===== src/rtl/seg_pkg.sv =====
// Shared constants and character codes for the seven-segment display path.
// The character-to-cathode decoder downstream of the scanner uses the same codes.
package seg_pkg;

  localparam int CHAR_W              = 4;
  localparam int DEFAULT_REFRESH_DIV = 100000;
  localparam int NUM_CHARS           = 12;

  typedef enum logic [CHAR_W-1:0] {
    CH_G = 4'd0,
    CH_L = 4'd1,
    CH_I = 4'd2,
    CH_D = 4'd3,
    CH_E = 4'd4,
    CH_R = 4'd5,
    CH_B = 4'd6,
    CH_A = 4'd7,
    CH_N = 4'd8,
    CH_K = 4'd9,
    CH_O = 4'd10,
    CH_C = 4'd11
  } char_code_e;

endpackage


===== src/rtl/seg_digit_scanner_if.sv =====
// Upstream text-load port plus the display-side outputs of the digit scanner.
interface seg_digit_scanner_if #(
  parameter int NUM_DIGITS = 8,
  parameter int CHAR_W     = seg_pkg::CHAR_W
);

  logic                         load;
  logic [NUM_DIGITS*CHAR_W-1:0] load_chars;
  logic [NUM_DIGITS-1:0]        load_blank;
  logic [CHAR_W-1:0]            char;
  logic [NUM_DIGITS-1:0]        anode;
  logic                         frame_done;
  logic                         pending;

  modport master (
    output load, load_chars, load_blank,
    input  char, anode, frame_done, pending
  );

  modport slave (
    input  load, load_chars, load_blank,
    output char, anode, frame_done, pending
  );

endinterface


===== src/rtl/seg_digit_scanner_prescaler.sv =====
// Digit-slot prescaler: wraps every DIV cycles, flags the last cycle of a slot
// and whether the upcoming count falls inside the anti-ghosting guard window.
module refresh_prescaler #(
  parameter int DIV   = seg_pkg::DEFAULT_REFRESH_DIV,
  parameter int GUARD = 4
) (
  input  logic clk,
  input  logic rst,
  output logic tick,
  output logic guard_d
);

  localparam int CNT_W = (DIV > 1) ? $clog2(DIV) : 1;

  logic [CNT_W-1:0] cnt_q, cnt_d;

  // guard_d looks at the next count so registered outputs line up with it
  always_comb begin
    tick    = (cnt_q == CNT_W'(DIV - 1));
    cnt_d   = tick ? '0 : cnt_q + 1'b1;
    guard_d = (cnt_d < CNT_W'(GUARD));
  end

  always_ff @(posedge clk) begin
    if (rst) begin
      cnt_q <= '0;
    end else begin
      cnt_q <= cnt_d;
    end
  end

endmodule


===== src/rtl/seg_digit_scanner.sv =====
// Eight-digit seven-segment multiplexer with a double-buffered text line that
// is committed only at frame boundaries so the display never tears.
module seg_digit_scanner
  import seg_pkg::*;
#(
  parameter int NUM_DIGITS   = 8,
  parameter int CHAR_W       = seg_pkg::CHAR_W,
  parameter int REFRESH_DIV  = DEFAULT_REFRESH_DIV,
  parameter int BLANK_CYCLES = 4
) (
  input  logic               clk,
  input  logic               rst,
  seg_digit_scanner_if.slave bus
);

  localparam int DIG_W  = $clog2(NUM_DIGITS);
  localparam int LINE_W = NUM_DIGITS * CHAR_W;
  localparam logic [DIG_W-1:0] LAST_DIGIT = DIG_W'(NUM_DIGITS - 1);

  logic tick;
  logic guard_d;

  refresh_prescaler #(
    .DIV   (REFRESH_DIV),
    .GUARD (BLANK_CYCLES)
  ) u_prescaler (
    .clk     (clk),
    .rst     (rst),
    .tick    (tick),
    .guard_d (guard_d)
  );

  logic                  boundary;
  logic [DIG_W-1:0]      digit_q, digit_d;
  logic [LINE_W-1:0]     active_chars_q, active_chars_d;
  logic [NUM_DIGITS-1:0] active_blank_q, active_blank_d;
  logic [LINE_W-1:0]     shadow_chars_q, shadow_chars_d;
  logic [NUM_DIGITS-1:0] shadow_blank_q, shadow_blank_d;
  logic                  pending_q, pending_d;
  logic                  frame_done_q, frame_done_d;
  logic [CHAR_W-1:0]     char_q, char_d;
  logic [NUM_DIGITS-1:0] anode_q, anode_d;
  logic [NUM_DIGITS-1:0] digit_onehot;

  always_comb begin
    boundary = tick && (digit_q == LAST_DIGIT);
    digit_d  = digit_q;
    if (tick) begin
      digit_d = boundary ? '0 : digit_q + 1'b1;
    end
  end

  // A load landing on the boundary cycle skips the shadow and goes live directly
  always_comb begin
    active_chars_d = active_chars_q;
    active_blank_d = active_blank_q;
    shadow_chars_d = shadow_chars_q;
    shadow_blank_d = shadow_blank_q;
    pending_d      = pending_q;
    if (boundary) begin
      pending_d = 1'b0;
      if (bus.load) begin
        active_chars_d = bus.load_chars;
        active_blank_d = bus.load_blank;
      end else if (pending_q) begin
        active_chars_d = shadow_chars_q;
        active_blank_d = shadow_blank_q;
      end
    end else if (bus.load) begin
      shadow_chars_d = bus.load_chars;
      shadow_blank_d = bus.load_blank;
      pending_d      = 1'b1;
    end
  end

  // Outputs are decoded from next state so they change together with the digit
  always_comb begin
    digit_onehot          = '0;
    digit_onehot[digit_d] = 1'b1;
    char_d                = active_chars_d[int'(digit_d)*CHAR_W +: CHAR_W];
    anode_d               = (guard_d || active_blank_d[digit_d]) ? '1 : ~digit_onehot;
    frame_done_d          = boundary;
  end

  always_ff @(posedge clk) begin
    if (rst) begin
      digit_q        <= '0;
      active_chars_q <= '0;
      active_blank_q <= '1;
      shadow_chars_q <= '0;
      shadow_blank_q <= '0;
      pending_q      <= 1'b0;
      frame_done_q   <= 1'b0;
      char_q         <= '0;
      anode_q        <= '1;
    end else begin
      digit_q        <= digit_d;
      active_chars_q <= active_chars_d;
      active_blank_q <= active_blank_d;
      shadow_chars_q <= shadow_chars_d;
      shadow_blank_q <= shadow_blank_d;
      pending_q      <= pending_d;
      frame_done_q   <= frame_done_d;
      char_q         <= char_d;
      anode_q        <= anode_d;
    end
  end

  assign bus.char       = char_q;
  assign bus.anode      = anode_q;
  assign bus.frame_done = frame_done_q;
  assign bus.pending    = pending_q;

endmodule


===== src/flat_wrapper.sv =====
// flat-port wrapper written by rule: the top's interface ports become plain ports
module seg_digit_scanner_flat import seg_pkg::*;
#(
  parameter int NUM_DIGITS   = 8,
  parameter int CHAR_W       = seg_pkg::CHAR_W,
  parameter int REFRESH_DIV  = DEFAULT_REFRESH_DIV,
  parameter int BLANK_CYCLES = 4
)
  (clk, rst, bus_load, bus_load_chars, bus_load_blank, bus_char, bus_anode, bus_frame_done, bus_pending);
  seg_digit_scanner_if #(.NUM_DIGITS(NUM_DIGITS), .CHAR_W(CHAR_W)) bus_i ();
  input  logic clk;
  input  logic rst;
  input wire logic [$bits(bus_i.load)-1:0] bus_load;
  input wire logic [$bits(bus_i.load_chars)-1:0] bus_load_chars;
  input wire logic [$bits(bus_i.load_blank)-1:0] bus_load_blank;
  output wire logic [$bits(bus_i.char)-1:0] bus_char;
  output wire logic [$bits(bus_i.anode)-1:0] bus_anode;
  output wire logic [$bits(bus_i.frame_done)-1:0] bus_frame_done;
  output wire logic [$bits(bus_i.pending)-1:0] bus_pending;
  assign bus_i.load = bus_load;
  assign bus_i.load_chars = bus_load_chars;
  assign bus_i.load_blank = bus_load_blank;
  assign bus_char = bus_i.char;
  assign bus_anode = bus_i.anode;
  assign bus_frame_done = bus_i.frame_done;
  assign bus_pending = bus_i.pending;
  seg_digit_scanner #(.NUM_DIGITS(NUM_DIGITS), .CHAR_W(CHAR_W), .REFRESH_DIV(REFRESH_DIV), .BLANK_CYCLES(BLANK_CYCLES)) u_core (.clk(clk), .rst(rst), .bus(bus_i));
endmodule

===== config.mk =====
export PLATFORM = sky130hd
export DESIGN_NAME = seg_digit_scanner_flat
export DESIGN_NICKNAME = d
export VERILOG_FILES = /design/src/rtl/seg_pkg.sv /design/src/rtl/seg_digit_scanner_if.sv /design/src/rtl/seg_digit_scanner_prescaler.sv /design/src/rtl/seg_digit_scanner.sv /design/src/flat_wrapper.sv
export SDC_FILE = /design/constraint.sdc
export NUM_CORES = 1
export LEC_CHECK = 0
export BUFFER_PORTS_ARGS = -buffer_cell sky130_fd_sc_hd__buf_4
export CORE_AREA = 3 3 95 97
export CTS_BUF_LIST = sky130_fd_sc_hd__clkbuf_2
export DETAILED_ROUTE_END_ITERATION = 16
export DIE_AREA = 0 0 98 100
export PLACE_DENSITY_LB_ADDON = 0.15
export SYNTH_ARGS = -nofsm -noshare
export SYNTH_HDL_FRONTEND = slang
export SYNTH_SLANG_ARGS = --single-unit

===== constraint.sdc =====
create_clock -name clk -period 6.85 [get_ports clk]
set_input_delay 1.0275 -clock clk [delete_from_list [all_inputs] [get_ports clk]]
set_output_delay 1.0275 -clock clk [all_outputs]
set_load 0.01 [all_outputs]

## Yosys cells after proc, flatten, opt, wreduce, memory -nomap -nowiden

Index checks and enable logic that the tools add are counted.

| operators by class | value |
|---|---|
| add/sub/neg operators | 2 |
| shift-type cells | 1 |
| reduce and logical (&&, ||, !) cells | 6 |
| bitwise logic cells | 2 |
| equality and inequality tests | 2 |
| muxes and demuxes | 13 |
| magnitude comparators | 3 |

Operator list:

| kind | number |
|---|---|
| $mux 32 | 3 |
| $shiftx 32x6->4 | 1 |
| $mux 8 | 3 |
| $add 17x1->17 const B | 1 |
| $eq 17x17->1 const B | 1 |
| $lt 17x3->1 const B | 1 |
| $mux 17 | 1 |
| $not 8->8 | 1 |
| $mux 3 | 2 |
| $lt 3x4->1 const B | 1 |
| $reduce_or 2->1 | 2 |
| $add 3x1->3 const B | 1 |
| $bmux 1 s3 | 1 |
| $demux 1 s3 | 1 |
| $eq 3x3->1 const B | 1 |
| $ge 3x1->1 const B | 1 |
| $logic_and 1x1->1 | 2 |
| $mux 1 | 2 |
| $reduce_and 2->1 | 1 |
| $logic_or 1x1->1 | 1 |
| $not 1->1 | 1 |

| storage, ports and cells | value |
|---|---|
| bits in registers | 114 |
| input port bits | 43 |
| logic and storage cells | 39 |

## Depth between registers and ports, before layout

| logic depth | value |
|---|---|
| depth in word-level cells | 9 |
| gate-level depth with buffers | 11 |
| depth with buffers taken out | 9 |

## Modules after synthesis

From an unflattened synthesis, not the netlist that was laid out.

| second synthesis, totals | value |
|---|---|
| cell total of the unflattened synthesis | 724 |
| area, all modules | 5641.7 sq um |

By module, submodules not included:

| module | times used | area each (sq um) | cells an instance |
|---|---|---|---|
| seg_digit_scanner | 1 | 4704.5 | 614 |
| refresh_prescaler | 1 | 937.1 | 110 |

## Least setup slack after synthesis

Ideal clock, no wire load.

| timing path | value |
|---|---|
| path kind | input to register |
| start point | in bus_load |
| end point | reg u_core.anode_q[6], in the netlist u_core.bus.anode[6] |
| stages | 7 |
| buffers on the path | 2 |
| setup slack | 4052 ps |
| library setup time | 168 ps |
| arrival time | 2630 ps |
| path through | clkbuf_1 > nor2b_1 > clkbuf_1 > a32oi_1 > nand2_1 > a222oi_1 > nand4_1 |

| between the ends | value |
|---|---|
| cells in the longest elaborated chain, start to end | 6 |

RTL lines:

| what | line | source |
|---|---|---|
| start: declaration | flat_wrapper.sv:13 | `input wire logic [$bits(bus_i.load)-1:0] bus_load;` |
| $mux 8 | seg_digit_scanner.sv:62 | `if (bus.load) begin` |
| $mux 8 | seg_digit_scanner.sv:60 | `if (boundary) begin` |
| $bmux 1 s3 | seg_digit_scanner.sv:81 | `anode_d = (guard_d \|\| active_blank_d[digit_d]) ? '1 : ~digit_onehot;` |
| $mux 1 (not written as such) | seg_digit_scanner.sv:81 |  |
| $logic_or 1x1->1 | seg_digit_scanner.sv:81 |  |
| $reduce_or 2->1 (no line) | n/a |  |
| end signal: assignment | seg_digit_scanner.sv:105 | `anode_q <= anode_d;` |
| end: declaration | seg_digit_scanner.sv:42 | `logic [NUM_DIGITS-1:0] anode_q, anode_d;` |

Every way passes these cells. The select of a mux whose other input is x is not followed.
A chain may end at the register's enable or synchronous reset.

## Final worst setup path

| timing path | value |
|---|---|
| start point | reg u_core.digit_q[0] |
| end point | reg u_core.anode_q[6], in the netlist u_core.bus.anode[6] |

| between the ends | value |
|---|---|
| cells in the longest elaborated chain, start to end | 9 |

RTL lines:

| what | line | source |
|---|---|---|
| start: declaration | seg_digit_scanner.sv:34 | `logic [DIG_W-1:0] digit_q, digit_d;` |
| start signal: assignment | seg_digit_scanner.sv:97 | `digit_q <= digit_d;` |
| parallel branches: the longest is 9 deep, another holds $lt 3x4->1 | n/a |  |

Parallel ways; which one is timed is not known. The select of a mux whose other input is x is not followed.

==> implementation parameters <==
Parameter                              Value

Run status
  Result of the run    completed

Run
  Max-cap check violation count    0

Floorplan
  Starting density of the core    65.3%
  Number of primary I/O pins    57
  Core Area    8220 µm²
  Die area    9800 µm²
  Floorplan die height    100 µm
  Total number of placement rows    33
  Die Span X    98 µm

Logic synthesis
  Top cells by area, synth    sky130_fd_sc_hd__dfxtp_1 (43%), sky130_fd_sc_hd__nand2_1 (7.4%), sky130_fd_sc_hd__a21oi_1 (4.9%), sky130_fd_sc_hd__nor2_1 (4.2%), sky130_fd_sc_hd__a31oi_1 (2.8%)
  Post-synthesis sequential area ratio    42.6%
  Synthesized Nets    685
  Fraction of registers with async set or reset after synthesis    0%
  Gate count after technology mapping    639
  Library cell occupying the most area in the post-synthesis netlist    sky130_fd_sc_hd__dfxtp_1
  Cell area after technology mapping    5360 µm²
  #FFs+latches synth    114
  Yosys warnings    0
  Synthesized area per cell    8.39 µm²
  Count of unique library cells instantiated by Yosys    63
  Number of synthesized flops with an enable pin    0
  Fraction of post-synthesis cell area in the top cell type by area    42.6%
  Ys flop type    sky130_fd_sc_hd__dfxtp_1

Place
  Global placement routability congestion    0.953
  IO Port Bufs    56
  Final HPWL from detailed placement    9170 µm

Critical path
  Number of cell instances on the worst register-to-register path    7
  Worst R2R Setup Slack    3.56 ns
  Crit Path Category    reg -> reg
  Endpoint of the worst register-to-register path    u_core.bus.anode[6]
  Required time of the worst setup path    7.33 ns
  Kind of capture point of the worst setup path    flip-flop
  Worst setup path startpoint    u_core.digit_q[0]
  CP arrival    3.77 ns
  Peak fanout along the critical path    28
  Kind of start point of the critical path    flip-flop
  CP Capture Point    u_core.bus.anode[6]
  Startpoint of the most critical register-to-register path    u_core.digit_q[0]

Clock tree
  Post-CTS clock slew at the launch and capture registers of the worst setup and hold paths    0.15 ns
  Buffer count from post-CTS setup fixing    0
  CTS Buf Count    17
  Clock tree from TritonCTS    yes
  CTS Hold Bufs    0
  Clock latency reported for the late side of the worst-skew pair    0.63 ns
  Number of H-tree branching levels    4
  Number of gates resized after cts    0
  Number of sinks driven by the clock tree    114
  CTS Root Cell    sky130_fd_sc_hd__clkbuf_2
  Worst-case clock buffer depth    2

Detailed routing
  Post-DR vias/cell    6.40
  Wirelength per Cell    17.4 µm
  Routed via count    5,018
  Count of routing violations after the opening detailed-route iteration    467
  Remaining antenna violation count    0
  Total Routed Length    13,600 µm
  Detailed-routing iteration count for the pre-antenna-repair pass    5
  Residual DRC    0

Final layout
  Ratio of cells with drive above 1 in the final layout    16.8%
  Total of fill cells in the finished design    657
  Commonest cells after routing, fill and taps aside    sky130_fd_sc_hd__dfxtp_1 (114), sky130_fd_sc_hd__nand2_1 (106), sky130_fd_sc_hd__nor2_1 (60), sky130_fd_sc_hd__buf_4 (60), sky130_fd_sc_hd__a21oi_1 (53)
  Count of inserted antenna diode cells    0
  Area grow syn2layout    10.8%
  Share of the core filled with cells in the final layout    72.3%
  Most frequent standard cell in the layout excluding fill and tap cells    sky130_fd_sc_hd__dfxtp_1
  Number of nets in the final layout    716

Global routing
  Number of antenna violations at the first check in global routing    0
  Congestion Overflow GR    0
  First-pass GRT wire length    22,500 µm
  Pin count of the biggest net entering global routing    94
  Number of global-route vias before repair    4,769
  Aggregate global-route resource usage    28.3%

Power and ir drop
  Total power divided by cell area    202 nW/µm²
  Max IR drop VDD    0.146 mV
  Static Leak    2.24 nW

STA
  Count of endpoints failing hold in the final timing report    0
  Number of max-slew violations in the final report    0
  Period utilisation layout    48.0%
  Tightest Pin Transition    1.25 ns
  Unrepaired setup endpoints after global routing    no
  Peak clock frequency supported by timing    304 MHz
  Headroom to the max-slew limit    16.3%
  Final TNS setup    0 ns
  Min cycle time layout    3.29 ns
  Worst hold-check slack    0.464 ns
  Final clock skew    0.0220 ns
  Final setup vio count    0

Min path
  Path type of the worst min-delay path    reg -> reg
## how the worst min path moves through the flow
| stage | startpoint | to | slack (ns) | depth (start not counted) |
|---|---|---|---|---|
| floorplan | u_core.u_prescaler.cnt_q[0] | u_core.u_prescaler.cnt_q[0] | 0.43 | 1 |
| global placement | u_core.shadow_blank_q[0] | u_core.shadow_blank_q[0] | 0.44 | 2 |
| detailed placement | u_core.shadow_blank_q[0] | u_core.shadow_blank_q[0] | 0.44 | 2 |
| CTS | u_core.shadow_blank_q[0] | u_core.shadow_blank_q[0] | 0.46 | 2 |
| global route | u_core.shadow_chars_q[24] | u_core.shadow_chars_q[24] | 0.49 | 2 |
| finish | u_core.shadow_blank_q[0] | u_core.shadow_blank_q[0] | 0.46 | 2 |
## metal layers
layer / global-route usage [%] / wire length, µm
met1: 36.5 / 5710
met2: 43.8 / 6410
met3: 7.16 / 1140
met4: 15.1 / 376
met5: 0 / 0
## area by class of cell
| type | count | area (µm²) | share of cell area [%] |
|---|---|---|---|
| Clock buffer | 17 | 85.1 | 1.43 |
| Clock inverter | 11 | 123 | 2.06 |
| Inverter | 11 | 41.3 | 0.695 |
| Multi-Input combinational cell | 466 | 2830 | 47.6 |
| Sequential cell | 114 | 2280 | 38.4 |
| Tap cell | 105 | 131 | 2.21 |
| Timing Repair Buffer | 60 | 450 | 7.59 |
## metrics by stage
stage / std cells / cell area (µm²) / total power, mW / setup slack (ns)
floorplan: 639 / 5360 / 0.754 / 4.05
global placement: 756 / 5730 / 0.788 / 3.56
detailed placement: 756 / 5730 / 0.792 / 3.44
CTS: 784 / 5940 / 1.20 / 3.55
global route: 784 / 5940 / 1.24 / 3.16
finish: 784 / 5940 / 1.20 / 3.56
## flip-flops by register name (all words and copies together), names as in the netlist
name	cells
u_core.shadow_chars_q	32
u_core.u_prescaler.cnt_q	17
u_core.active_blank_q	8
u_core.digit_q	3
u_core.bus.pending	1
u_core.bus.char	4
u_core.bus.frame_done	1
u_core.shadow_blank_q	8
u_core.active_chars_q	32
u_core.bus.anode	8
## logic make-up (layout without fill, tap and decap cells)
kind of cell               Yosys count  in the layout  synth area share [%]
buffers and inverters               59             99                  4.85
DFF                                114            114                  42.6
xor gates and xnor gates            17             17                  2.78
adders and majority gates            3              3                 0.700
muxes                                3              3                 0.793
AOI/OAI and AO/OA                  169            169                  22.3
and+or+nand+nor                    274            274                  26.0
## where the power goes
group | switching (mW) | internal [mW] | total (mW)
Combinational | 0.0521 | 0.0374 | 0.0895
Clock | 0.233 | 0.187 | 0.420
Sequential | 0.0110 | 0.678 | 0.689
Total | 0.296 | 0.903 | 1.20
## cell usage after synthesis (all sizes together) (11+ instances only)
library cell / number
dfxtp: 114
nor2b: 13
nand3: 12
nor2: 61
a31oi: 24
inv: 11
o22a: 11
clkbuf: 35
o32a: 11
a21oi: 53
nor3: 19
or2: 12
buf: 13
a22oi: 14
nand2: 108
a32oi: 14
## worst max-delay path: stages, from the launching register on
cell and delay, ns:
sky130_fd_sc_hd__dfxtp_1 0.60, sky130_fd_sc_hd__ha_1 0.23, sky130_fd_sc_hd__ha_1 0.45, sky130_fd_sc_hd__nand4_4 0.48, sky130_fd_sc_hd__o221ai_1 0.39, sky130_fd_sc_hd__o32ai_1 0.17
sky130_fd_sc_hd__a2111oi_2 0.67, sky130_fd_sc_hd__nand4_1 0.15
(Power assumes the default switching activity.)
